### config.mk
export PLATFORM = sky130hd
export DESIGN_NAME = alu_shift_sequencer
export DESIGN_NICKNAME = d
export VERILOG_FILES = /design/src/rtl/alu_shift_sequencer.sv
export SDC_FILE = /design/constraint.sdc
export NUM_CORES = 1
export LEC_CHECK = 0
export ABC_AREA = 1
export CAP_MARGIN = 20
export CORE_MARGIN = 4
export CORE_UTILIZATION = 35
export CTS_BUF_LIST = sky130_fd_sc_hd__clkbuf_8
export CTS_CLUSTER_SIZE = 24
export DETAILED_ROUTE_END_ITERATION = 10
export GPL_TIMING_DRIVEN = 0
export PLACE_DENSITY = 0.7
export SYNTH_ARGS = -nofsm -noshare
export SYNTH_HDL_FRONTEND = slang
export SYNTH_SLANG_ARGS = --single-unit
### constraint.sdc
create_clock -name clk -period 3.3 [get_ports clk]
set_input_delay 0.495 -clock clk [delete_from_list [all_inputs] [get_ports clk]]
set_output_delay 0.495 -clock clk [all_outputs]
set_load 0.02 [all_outputs]
### src/rtl/alu_shift_sequencer.sv
// Breaks a multi-bit shift request into single-bit ALU shift steps, accumulating alu_otp each cycle.
// Optional ZERO_EARLY_EXIT_EN: finish early once the ALU reports a zero result.
`timescale 1ns/1ps
module alu_shift_sequencer #(
  parameter int unsigned WIDTH     = 32,
  parameter int unsigned SHW       = 5,
  parameter logic [3:0]  SHIFT_GRP = 4'b0010
) (
  input  logic             clk,
  input  logic             rst_n,
  input  logic             start,
  input  logic [1:0]       op,
  input  logic [WIDTH-1:0] src,
  input  logic [SHW-1:0]   shamt,
  output logic             busy,
  output logic             done,
  output logic             illegal,
  output logic [WIDTH-1:0] result,
  output logic [WIDTH-1:0] alu_a,
  output logic [WIDTH-1:0] alu_b,
  output logic [5:0]       alu_alufn,
  input  logic [WIDTH-1:0] alu_otp,
  input  logic             alu_zero
);

  localparam logic [5:0] ALUFN_PASS = 6'b000010;
  localparam logic [1:0] OP_ILLEGAL = 2'b11;

  typedef enum logic [1:0] {IDLE, RUN, DONE} state_t;

  state_t           state_q, state_d;
  logic [1:0]       op_q, op_d;
  logic [WIDTH-1:0] acc_q, acc_d;
  logic [WIDTH-1:0] result_d;
  logic [SHW-1:0]   cnt_q, cnt_d;
  logic             illegal_q, illegal_d;
  logic             zero_exit;

`ifdef ZERO_EARLY_EXIT_EN
  assign zero_exit = alu_zero;
`else
  logic unused_alu_zero;
  assign unused_alu_zero = alu_zero;
  assign zero_exit       = 1'b0;
`endif

  assign alu_a = acc_q;

  // Next-state and datapath update
  always_comb begin
    state_d   = state_q;
    op_d      = op_q;
    acc_d     = acc_q;
    cnt_d     = cnt_q;
    result_d  = result;
    illegal_d = illegal_q;
    case (state_q)
      IDLE: begin
        if (start) begin
          op_d      = op;
          acc_d     = src;
          illegal_d = (op == OP_ILLEGAL);
          if ((op == OP_ILLEGAL) || (shamt == '0)) begin
            result_d = src;
            state_d  = DONE;
          end else begin
            cnt_d   = shamt;
            state_d = RUN;
          end
        end
      end
      RUN: begin
        acc_d = alu_otp;
        cnt_d = cnt_q - SHW'(1);
        if (zero_exit) begin
          result_d = '0;
          state_d  = DONE;
        end else if (cnt_q == SHW'(1)) begin
          result_d = alu_otp;
          state_d  = DONE;
        end
      end
      DONE: begin
        illegal_d = 1'b0;
        state_d   = IDLE;
      end
      default: state_d = IDLE;
    endcase
  end

  // State and registered outputs, decoded from the next state
  always_ff @(posedge clk or negedge rst_n) begin
    if (!rst_n) begin
      state_q   <= IDLE;
      op_q      <= '0;
      acc_q     <= '0;
      cnt_q     <= '0;
      illegal_q <= 1'b0;
      result    <= '0;
      busy      <= 1'b0;
      done      <= 1'b0;
      illegal   <= 1'b0;
      alu_b     <= '0;
      alu_alufn <= ALUFN_PASS;
    end else begin
      state_q   <= state_d;
      op_q      <= op_d;
      acc_q     <= acc_d;
      cnt_q     <= cnt_d;
      illegal_q <= illegal_d;
      result    <= result_d;
      busy      <= (state_d == RUN);
      done      <= (state_d == DONE);
      illegal   <= (state_d == DONE) && illegal_d;
      alu_b     <= (state_d == RUN) ? WIDTH'(1) : '0;
      alu_alufn <= (state_d == RUN) ? {SHIFT_GRP, op_d} : ALUFN_PASS;
    end
  end

endmodule

==> results of run 1 <==
[synth_stat cells, types with 2 or more instances]
library cell and instances:
buf_6 3, inv_1 16, a31oi_1 32, buf_1 2, o21ai_0 8, nand3_1 44, buf_2 14, nor2_1 41
clkbuf_1 3, nand2_1 189, ha_1 2, dfrtp_1 78, nand2_2 2, buf_4 37
[cell usage in the layout (no fill, tap or decap)]
cell type and count:
nand2_1 189, clkdlybuf4s50_1 143, dfrtp_1 78, nand3_1 44, nor2_1 41, buf_4 38
conb_1 34, a31oi_1 32, inv_1 16, buf_2 14, clkbuf_8 11, o21ai_0 8
buf_6 3, clkbuf_1 3, nand2_2 2, buf_1 2, ha_1 2, clkinvlp_4 2
clkinv_4 2, nor2_2 1, nand4_4 1, nand2_4 1, or2_2 1, o21a_1 1
a21oi_1 1, and2_1 1, inv_2 1, nand3b_1 1, dfstp_2 1, inv_6 1
buf_12 1
[logic make-up after synthesis]
logic type	count (synthesis)	synth area share, %
simple gates	282	29.8
flops	79	51.0
buf+inv	76	12.0
compound gates	42	6.52
fa+ha+maj	2	0.645
other cells	1	0.0967
[through the flow]
stage,std cells,util [%],setup TNS [ps],total power (W),setup WS (ps)
2_1_floorplan,515,-,0,0.00339,1960
6_report,816,53.8,0,0.00539,1340
3_3_place_gp,799,51.8,-89190,0.00467,-1150
4_1_cts,816,53.8,0,0.00546,1320
3_5_place_dp,800,52.0,0,0.00475,1180
5_1_grt,816,53.8,0,0.00582,1300
[report_power, final]
part           total (W)  leakage [nW]  internal [W]  switching (W)
sequential       0.00168         0.964       0.00143       0.000258
combinational    0.00302          1.87       0.00128        0.00174
clock           0.000693        0.0922      0.000320       0.000373
total            0.00539          2.92       0.00302        0.00237
[flip-flops by register name, indices dropped and copies added (netlist names)]
signal / flops
result: 32
alu_alufn: 3
op_q: 2
cnt_q: 5
alu_a: 32
illegal_q: 1
illegal: 1
done: 1
state_q: 2
[worst min path at each step]
stage | startpoint | cells after the start | slack [ps] | end
2_1_floorplan | rst_n | 0 | 200 | alu_a[0]$_DFFE_PN0P_
3_3_place_gp | illegal_q$_DFF_PN0_ | 2 | 460 | illegal_q$_DFF_PN0_
3_5_place_dp | illegal_q$_DFF_PN0_ | 2 | 460 | illegal_q$_DFF_PN0_
4_1_cts | rst_n | 1 | 100 | done$_DFF_PN0_
5_1_grt | rst_n | 1 | 120 | alu_a[24]$_DFFE_PN0P_
6_report | rst_n | 1 | 100 | done$_DFF_PN0_
[cell type report]
type                    instances  area share (%)
inverters                      17            1.09
flip-flops and latches         79            33.9
multi-input cells             360            26.8
plain buffers                  59            6.87
repair buffers                145            25.0
well taps                     140            3.00
clock buffers                  11            2.60
clock inverters                 5           0.708
[metal layers]
metal / vias up / global-route usage [%]
li1: 1853 / -
met1: 1730 / 22.6
met2: 141 / 31.3
met4: 0 / 4.57
met3: 17 / 5.03
met5: - / 0
==> flow_summary_export.csv, run 1 <==
group,metric,value,unit
synth,ys_dominant_reg_cell,"dfrtp_1",
setup_path,cp_slowest_stage_delay,590,ps
sta,period_minus_slack,1960,ps
run,maxCapViolCount,0,
setup_path,cp-endpoint,"alu_alufn[1]",
sta,slew_viol_final,0,
clock_network,cts_setup_buffers,0,
die,die_h,113,um
global_route,grt_max_degree,43,
placed_design,postPlaceCellArea,0.00564,sq mm
global_route,grt_antenna_before_repair,0,
setup_path,crit_start,"alu_alufn[1]$_DFF_PN1_",
power_and_ir_drop,power_leakage,2.92,nW
clock_network,cts_resized,0,
setup_path,cp_slowest_cell,"clkdlybuf4s50_1",
global_route,grt_overflow,0,
finish,final_layout_size_suffix_gt1_share,11.8,%
placed_design,place_congestion,0.809,
setup_path,cp_num_cells,1,
setup_path,worstSetupStartpointType,"flip-flop",
min_path,holdCritPathClass,"in -> async",
routing,wl_per_cell,14.4,um
die,fp.dieW,113,um
finish,fillers,1052,
clock_network,clock_path_buffers,2,
setup_path,end_kind,"primary output",
routing,met3_length,863,um
die,rows,38,
clock_network,cts_tree,"done",
clock_network,cts.clk_slew.worst_paths,90,ps
die,core_area,0.0108,sq mm
clock_network,numCtsBuffers,9,
setup_path,worstPathRequired,2800,ps
finish,multiInputGateArea,0.00156,sq mm
synth,synth_warnings,0,
sta,setup_viol,0,
status,status,"finished, final reports clean",
sta,hold_viol,0,
clock_network,clkLatencyLatePin,340,ps
synth,synth_edf_count,0,
placed_design,portBuffers,144,
setup_path,r2r_slack,1710,ps
setup_path,r2r_start,"state_q[1]$_DFF_PN0_",
clock_network,cts_max_level,3,
sta,hold_slack,104,ps
die,io_pins,180,
sta,max_freq,511,MHz
finish,post-route-cell-area,0.00583,sq mm
global_route,grt_pass1_wl,18700,um
global_route,grt_pass1_vias,3834,
finish,diodes,0,
synth,netlist_area,0.00388,sq mm
setup_path,criticalPathCategory,"reg -> out",
setup_path,path_cells,"clkdlybuf4s50_1",
sta,rsz0062_at_grt,"no",
setup_path,critical-path-top-delay-family,"buffers and inverters",
setup_path,worstPathArrival,1460,ps
synth,ys_ff_latch,79,
synth,netlist_instances,482,
synth,avgSynthCellArea,8.05,sq um
clock_network,cts-hold-fix-buffers,0,
routing,wirelength,11700,um
routing,viasPerCell,4.58,
setup_path,r2r_end,"result[5]$_DFFE_PN0P_",
clock_network,ctsRootBufferMaster,"clkbuf_8",
setup_path,rr_worst_depth,6,
routing,drc,0,
synth,ys_seq_area_share,51.0,%
routing,met1Wirelength,4920,um
sta,fin_crit_sh,59.3,%
finish,final-seq-area,0.00198,sq mm
die,dieArea,0.0128,sq mm
sta,relSlewSlack,64.0,%
synth,synth_cell_types,25,
routing,ant_nets,0,
setup_path,crit_fanout,1,
setup_path,cp.buffers_inverters,1,
power_and_ir_drop,ir_worst_vdd,0.391,mV
routing,route.top_layer_used,"met4",
power_and_ir_drop,powerDensity,925,mW/mm^2
sta,tightest_slew,540,ps
sta,fin_worst_skew,12.3,ps
routing,firstDrtPassIters,4,
synth,yosysTopAreaCell,"dfrtp_1",
synth,async_flop_share,100,%
die,start_util,35.8,%
finish,area_delta_synth_final,50.3,%
clock_network,cts_sinks,79,
synth,yosysTopAreaCellShare,50.3,%
placed_design,place_hpwl,8870,um
routing,detailroute.via_count,3741,
routing,first_iter_violations,232,
global_route,grtUsageTotal,18.2,%
routing,met2_length,5800,um
finish,nNetsFinal,748,
synth,synth_area_leaders,"dfrtp_1 50%, nand2_1 18%, buf_4 7.2%, nand3_1 5.7%, a31oi_1 5.2%",
No activity file was read; power rests on OpenSTA's default activity.
==> run 2: changes to the inputs <==
==> constraint.sdc (replaced) <==
create_clock -name clk -period 2 [get_ports clk]
set_input_delay 0.3 -clock clk [delete_from_list [all_inputs] [get_ports clk]]
set_output_delay 0.3 -clock clk [all_outputs]
set_load 0.02 [all_outputs]
==> run 2 against run 1 <==
Register-to-register slack got worse by 1300 ps. Sequential share of layout area fell by 0.058 points. Utilization rose by 0.092 points. Final cell count rose by 0.12%. Clock skew rose by 0.60 ps. Setup slack got worse by 1100 ps. Critical endpoint unchanged. Largest cell class unchanged. Largest power group unchanged.
==> flow_summary_export.csv, run 2 (synthesized netlist as in run 1, its figures left out) <==
group,metric,value,unit
status,status,"finished, final reports clean",
placed_design,portBuffers,144,
setup_path,worstPathRequired,1700,ps
min_path,holdCritPathClass,"in -> async",
finish,multiInputGateArea,0.00156,sq mm
clock_network,cts_tree,"done",
finish,fillers,1048,
setup_path,critical-path-top-delay-family,"buffers and inverters",
global_route,grt_antenna_before_repair,0,
routing,firstDrtPassIters,5,
global_route,grt_max_degree,43,
routing,ant_nets,0,
clock_network,cts-hold-fix-buffers,1,
clock_network,ctsRootBufferMaster,"clkbuf_8",
global_route,grtUsageTotal,18.2,%
setup_path,cp_slowest_stage_delay,590,ps
setup_path,path_cells,"clkdlybuf4s50_1",
finish,final_layout_size_suffix_gt1_share,11.8,%
power_and_ir_drop,p_clk_share,12.9,%
run,maxCapViolCount,0,
setup_path,worstPathArrival,1460,ps
clock_network,cts_setup_buffers,0,
clock_network,clock_path_buffers,2,
clock_network,cts_sinks,79,
sta,period_minus_slack,1760,ps
finish,area_delta_synth_final,50.5,%
die,core_area,0.0108,sq mm
sta,fin_setup_tns,0,ps
sta,fin_crit_sh,88.0,%
routing,viasPerCell,4.60,
clock_network,cts.clk_slew.worst_paths,90,ps
die,start_util,35.8,%
finish,diodes,0,
setup_path,cp_slowest_cell,"clkdlybuf4s50_1",
placed_design,place_hpwl,8870,um
power_and_ir_drop,power_leakage,2.93,nW
power_and_ir_drop,netSwitchingFraction,44.0,%
global_route,grt_overflow,0,
clock_network,numCtsBuffers,9,
finish,final_common_cell,"nand2_1",
clock_network,cts_max_level,3,
clock_network,cts_resized,0,
finish,final-seq-area,0.00198,sq mm
routing,detailroute.via_count,3758,
power_and_ir_drop,p_switching,0.00392,W
finish,nNetsFinal,749,
routing,wl_per_cell,14.4,um
routing,wirelength,11700,um
sta,fin_worst_skew,12.9,ps
setup_path,worstSetupStartpointType,"flip-flop",
die,die_h,113,um
die,dieArea,0.0128,sq mm
finish,post-route-cell-area,0.00584,sq mm
sta,hold_viol,0,
sta,tightest_slew,546,ps
sta,setup_viol,0,
sta,slew_viol_final,0,
power_and_ir_drop,intPower,0.00499,W
die,rows,38,
setup_path,end_kind,"primary output",
power_and_ir_drop,powerDensity,1530,mW/mm^2
setup_path,criticalPathCategory,"reg -> out",
placed_design,place_congestion,0.809,
power_and_ir_drop,p_comb_share,55.9,%
placed_design,postPlaceCellArea,0.00564,sq mm
global_route,grt_pass1_wl,18700,um
clock_network,clkLatencyLatePin,340,ps
power_and_ir_drop,ir_worst_vdd,0.645,mV
setup_path,cp.buffers_inverters,1,
sta,rsz0062_at_grt,"no",
power_and_ir_drop,pwr-share-seq,31.2,%
routing,drc,0,
routing,first_iter_violations,262,
die,fp.dieW,113,um
die,io_pins,180,
finish,layout_common_cells,"189 x nand2_1, 143 x clkdlybuf4s50_1, 78 x dfrtp_1, 44 x nand3_1, 41 x nor2_1",
setup_path,crit_fanout,1,
sta,relSlewSlack,63.6,%
sta,max_freq,568,MHz
global_route,grt_pass1_vias,3834,
-- run 2: changes by cell type in the layout (fill, tap and decap cells not counted) --
cell | previous run | this run
dlygate4sd3_1 | 0 | 1
-- run 2: metal layers --
metal  share of wire (%)  vias up  global-route usage (%)
met3                 7.3       15                    5.03
met2                  49      140                    31.3
met1                  42     1749                    22.6
met5                   0        -                       0
met4                 1.2        0                    4.57
li1                    -     1854                       -
-- run 2: through the flow --
step	hold WS, ps	instances	util (%)	setup slack [ps]	total power (W)
2_1_floorplan	4.41	515	-	711	0.00560
3_3_place_gp	456	799	51.8	-2250	0.00771
3_5_place_dp	298	800	52.0	71.0	0.00784
4_1_cts	459	817	53.9	211	0.00900
5_1_grt	472	817	53.9	196	0.00960
6_report	452	817	53.9	239	0.00891
-- run 2: area by class of cell --
class                      count  share of cell area, %
timing repair buffer         146                   25.2
tap                          140                   3.00
buffer                        59                   6.86
inverter                      17                   1.09
sequential                    79                   33.9
multi-input combinational    360                   26.7
clock buffer                  11                   2.59
clock inverter                 5                  0.707
-- run 2: path summary, 6_finish.rpt --
check                                        from                      to  slack [ps]  depth (start not counted)
max                        alu_alufn[1]$_DFF_PN1_            alu_alufn[1]         240                          1
min                                         rst_n          done$_DFF_PN0_         450                          2
max reg2reg                  state_q[1]$_DFF_PN0_   result[5]$_DFFE_PN0P_         410                          6
min reg2reg                   illegal_q$_DFF_PN0_     illegal_q$_DFF_PN0_         480                          2
max in group asynchronous                   rst_n  alu_alufn[1]$_DFF_PN1_         880                          3
min in group clk              illegal_q$_DFF_PN0_     illegal_q$_DFF_PN0_         480                          2
-- run 2: power groups by stage --
stage               Combinational [W]  Sequential (W)  Clock [W]
floorplan                     0.00206         0.00354          0
global placement              0.00493         0.00278          0
detailed placement            0.00502         0.00282          0
CTS                           0.00505         0.00278    0.00117
global route                  0.00548         0.00286    0.00125
finish                        0.00499         0.00278    0.00115
==> run 3: changes to the inputs <==
--- a/config.mk
+++ b/config.mk
@@ -14,6 +14,7 @@
 export DETAILED_ROUTE_END_ITERATION = 10
 export GPL_TIMING_DRIVEN = 0
 export PLACE_DENSITY = 0.7
+export REMOVE_ABC_BUFFERS = 1
 export SYNTH_ARGS = -nofsm -noshare
 export SYNTH_HDL_FRONTEND = slang
 export SYNTH_SLANG_ARGS = --single-unit
==> run 3 against run 2 <==
Sequential cell count did not move. Worst hold slack worse by 2.2 ps. Critical path depth increased by 6. Critical endpoint is now result[5]$_DFFE_PN0P_. Clock-buffer cell count increased by 1. Final cell count fell by 6.2%. Non-clock buffer count down 52. Clock skew increased by 2.5 ps. Via count is 4.3% lower. Combinational power hardly changed. Setup slack worse by 62 ps. Sequential share of layout area rose by 1.4 points. Sequential power barely moved.
==> flow_summary_export.csv, run 3 (synthesized netlist as in run 1, its figures left out) <==
group,metric,value,unit
status,status,"finished, final reports clean",
finish,final_layout_size_suffix_gt1_share,5.43,%
finish,final_common_cell,"nand2_1",
finish,diodes,0,
sta,fin_worst_skew,15.4,ps
clock_network,clock_path_buffers,2,
sta,setup_viol,0,
global_route,grt_pass1_vias,3502,
routing,firstDrtPassIters,4,
global_route,grt_overflow,0,
power_and_ir_drop,power_leakage,2.74,nW
finish,fillers,1045,
power_and_ir_drop,netSwitchingFraction,43.1,%
global_route,grtUsageTotal,17.1,%
finish,post-route-cell-area,0.00560,sq mm
placed_design,place_ws,-848,ps
placed_design,portBuffers,144,
routing,ant_nets,0,
sta,fin_setup_tns,0,ps
global_route,grt_max_degree,65,
routing,first_iter_violations,167,
die,io_pins,180,
placed_design,postPlaceCellArea,0.00527,sq mm
finish,layout_common_cells,"189 x nand2_1, 143 x clkdlybuf4s50_1, 78 x dfrtp_1, 44 x nand3_1, 40 x nor2_1",
clock_network,ctsRootBufferMaster,"clkbuf_8",
routing,wirelength,10900,um
placed_design,place_congestion,0.835,
power_and_ir_drop,p_switching,0.00387,W
run,maxCapViolCount,0,
die,rows,38,
finish,nNetsFinal,698,
setup_path,rr_worst_depth,7,
setup_path,worstPathArrival,2110,ps
sta,period_minus_slack,1820,ps
clock_network,numCtsBuffers,9,
clock_network,cts_max_level,3,
clock_network,cts_sinks,79,
setup_path,crit_start,"state_q[1]$_DFF_PN0_",
power_and_ir_drop,pwr-share-seq,30.7,%
die,fp.dieW,113,um
placed_design,place_hpwl,7390,um
setup_path,worstSetupStartpointType,"flip-flop",
setup_path,crit_fanout,34,
global_route,grt_antenna_before_repair,0,
sta,max_freq,549,MHz
power_and_ir_drop,intPower,0.00511,W
sta,hold_viol,0,
clock_network,cts_tree,"done",
sta,hold_slack,450,ps
power_and_ir_drop,p_comb_share,55.4,%
clock_network,cts.clk_slew.worst_paths,90,ps
finish,area_delta_synth_final,44.4,%
routing,viasPerCell,4.69,
min_path,holdCritPathClass,"in -> async",
sta,tightest_slew,538,ps
die,dieArea,0.0128,sq mm
routing,drc,0,
power_and_ir_drop,ir_worst_vdd,0.804,mV
setup_path,end_kind,"flip-flop",
finish,layoutNonFillerInstCount,766,
sta,fin_crit_sh,91.1,%
sta,slew_viol_final,0,
die,die_h,113,um
global_route,grt_pass1_wl,17500,um
power_and_ir_drop,powerDensity,1600,mW/mm^2
placed_design,dp.cells,742,
die,start_util,35.8,%
setup_path,worstPathRequired,2290,ps
clock_network,clkLatencyLatePin,360,ps
routing,wl_per_cell,14.2,um
routing,detailroute.via_count,3596,
power_and_ir_drop,p_clk_share,13.9,%
setup_path,criticalPathCategory,"reg -> reg",
sta,relSlewSlack,64.1,%
die,core_area,0.0108,sq mm
setup_path,r2r_start,"state_q[1]$_DFF_PN0_",
sta,rsz0062_at_grt,"no",
sta,fin_ws,177,ps
-- run 3: worst paths after layout --
path / end / slack (ps)
hold reg to reg: illegal_q$_DFF_PN0_ / 490
min in group clk: illegal_q$_DFF_PN0_ / 490
hold / removal: alu_a[30]$_DFFE_PN0P_ / 450
max in group asynchronous: alu_alufn[1]$_DFF_PN1_ / 870
setup / recovery: result[5]$_DFFE_PN0P_ / 180
setup reg to reg: result[5]$_DFFE_PN0P_ / 180
-- run 3: per-layer routing --
| layer | part of all wire [%] | up-vias | track usage [%] |
|---|---|---|---|
| met5 | 0 | - | 0 |
| met4 | 1.8 | 0 | 7.13 |
| met3 | 8.5 | 18 | 4.44 |
| met2 | 46 | 156 | 27.5 |
| met1 | 43 | 1661 | 21.9 |
| li1 | - | 1761 | - |
-- run 3: stage by stage --
stage / util, % / power, W
after floorplan: - / 0.00537
after global placement: 48.1 / 0.00739
after detailed placement: 48.6 / 0.00761
after CTS: 51.4 / 0.00907
after global routing: 51.7 / 0.00966
final: 51.7 / 0.00898
-- run 3: cell type report --
class | count | area [sq um] | share of cell area (%)
clock buffers | 12 | 165 | 2.95
multi-input cells | 361 | 1620 | 28.9
repair buffers | 153 | 1550 | 27.7
inverters | 17 | 68.8 | 1.23
clock inverters | 4 | 43.8 | 0.782
flip-flops and latches | 79 | 1980 | 35.3
well taps | 140 | 175 | 3.13
-- run 3: repair_timing --
action	4_1_cts	5_1_grt
resized for setup	6	2
endpoints found under the hold margin	40	0
pin swaps	1	2
buffers inserted	2	4
hold buffers	1	0
cloned	1	0
setup endpoints to repair	66	64
-- run 3: power by group through the flow --
stage               registers [W]  clock network, W  logic (W)
finish                    0.00276           0.00125    0.00497
global route              0.00285           0.00135    0.00546
CTS                       0.00276           0.00129    0.00502
detailed placement        0.00279                 0    0.00482
global placement          0.00275                 0    0.00463
floorplan                 0.00357                 0    0.00180
-- run 3: critical path, cell delays in order (launching register included) --
cell	delay, ps
dfrtp_1	430
inv_1	70
nand2_1	160
nor2_2	280
nand2_4	290
nand2_8	310
nand2_1	90
nand2_1	70
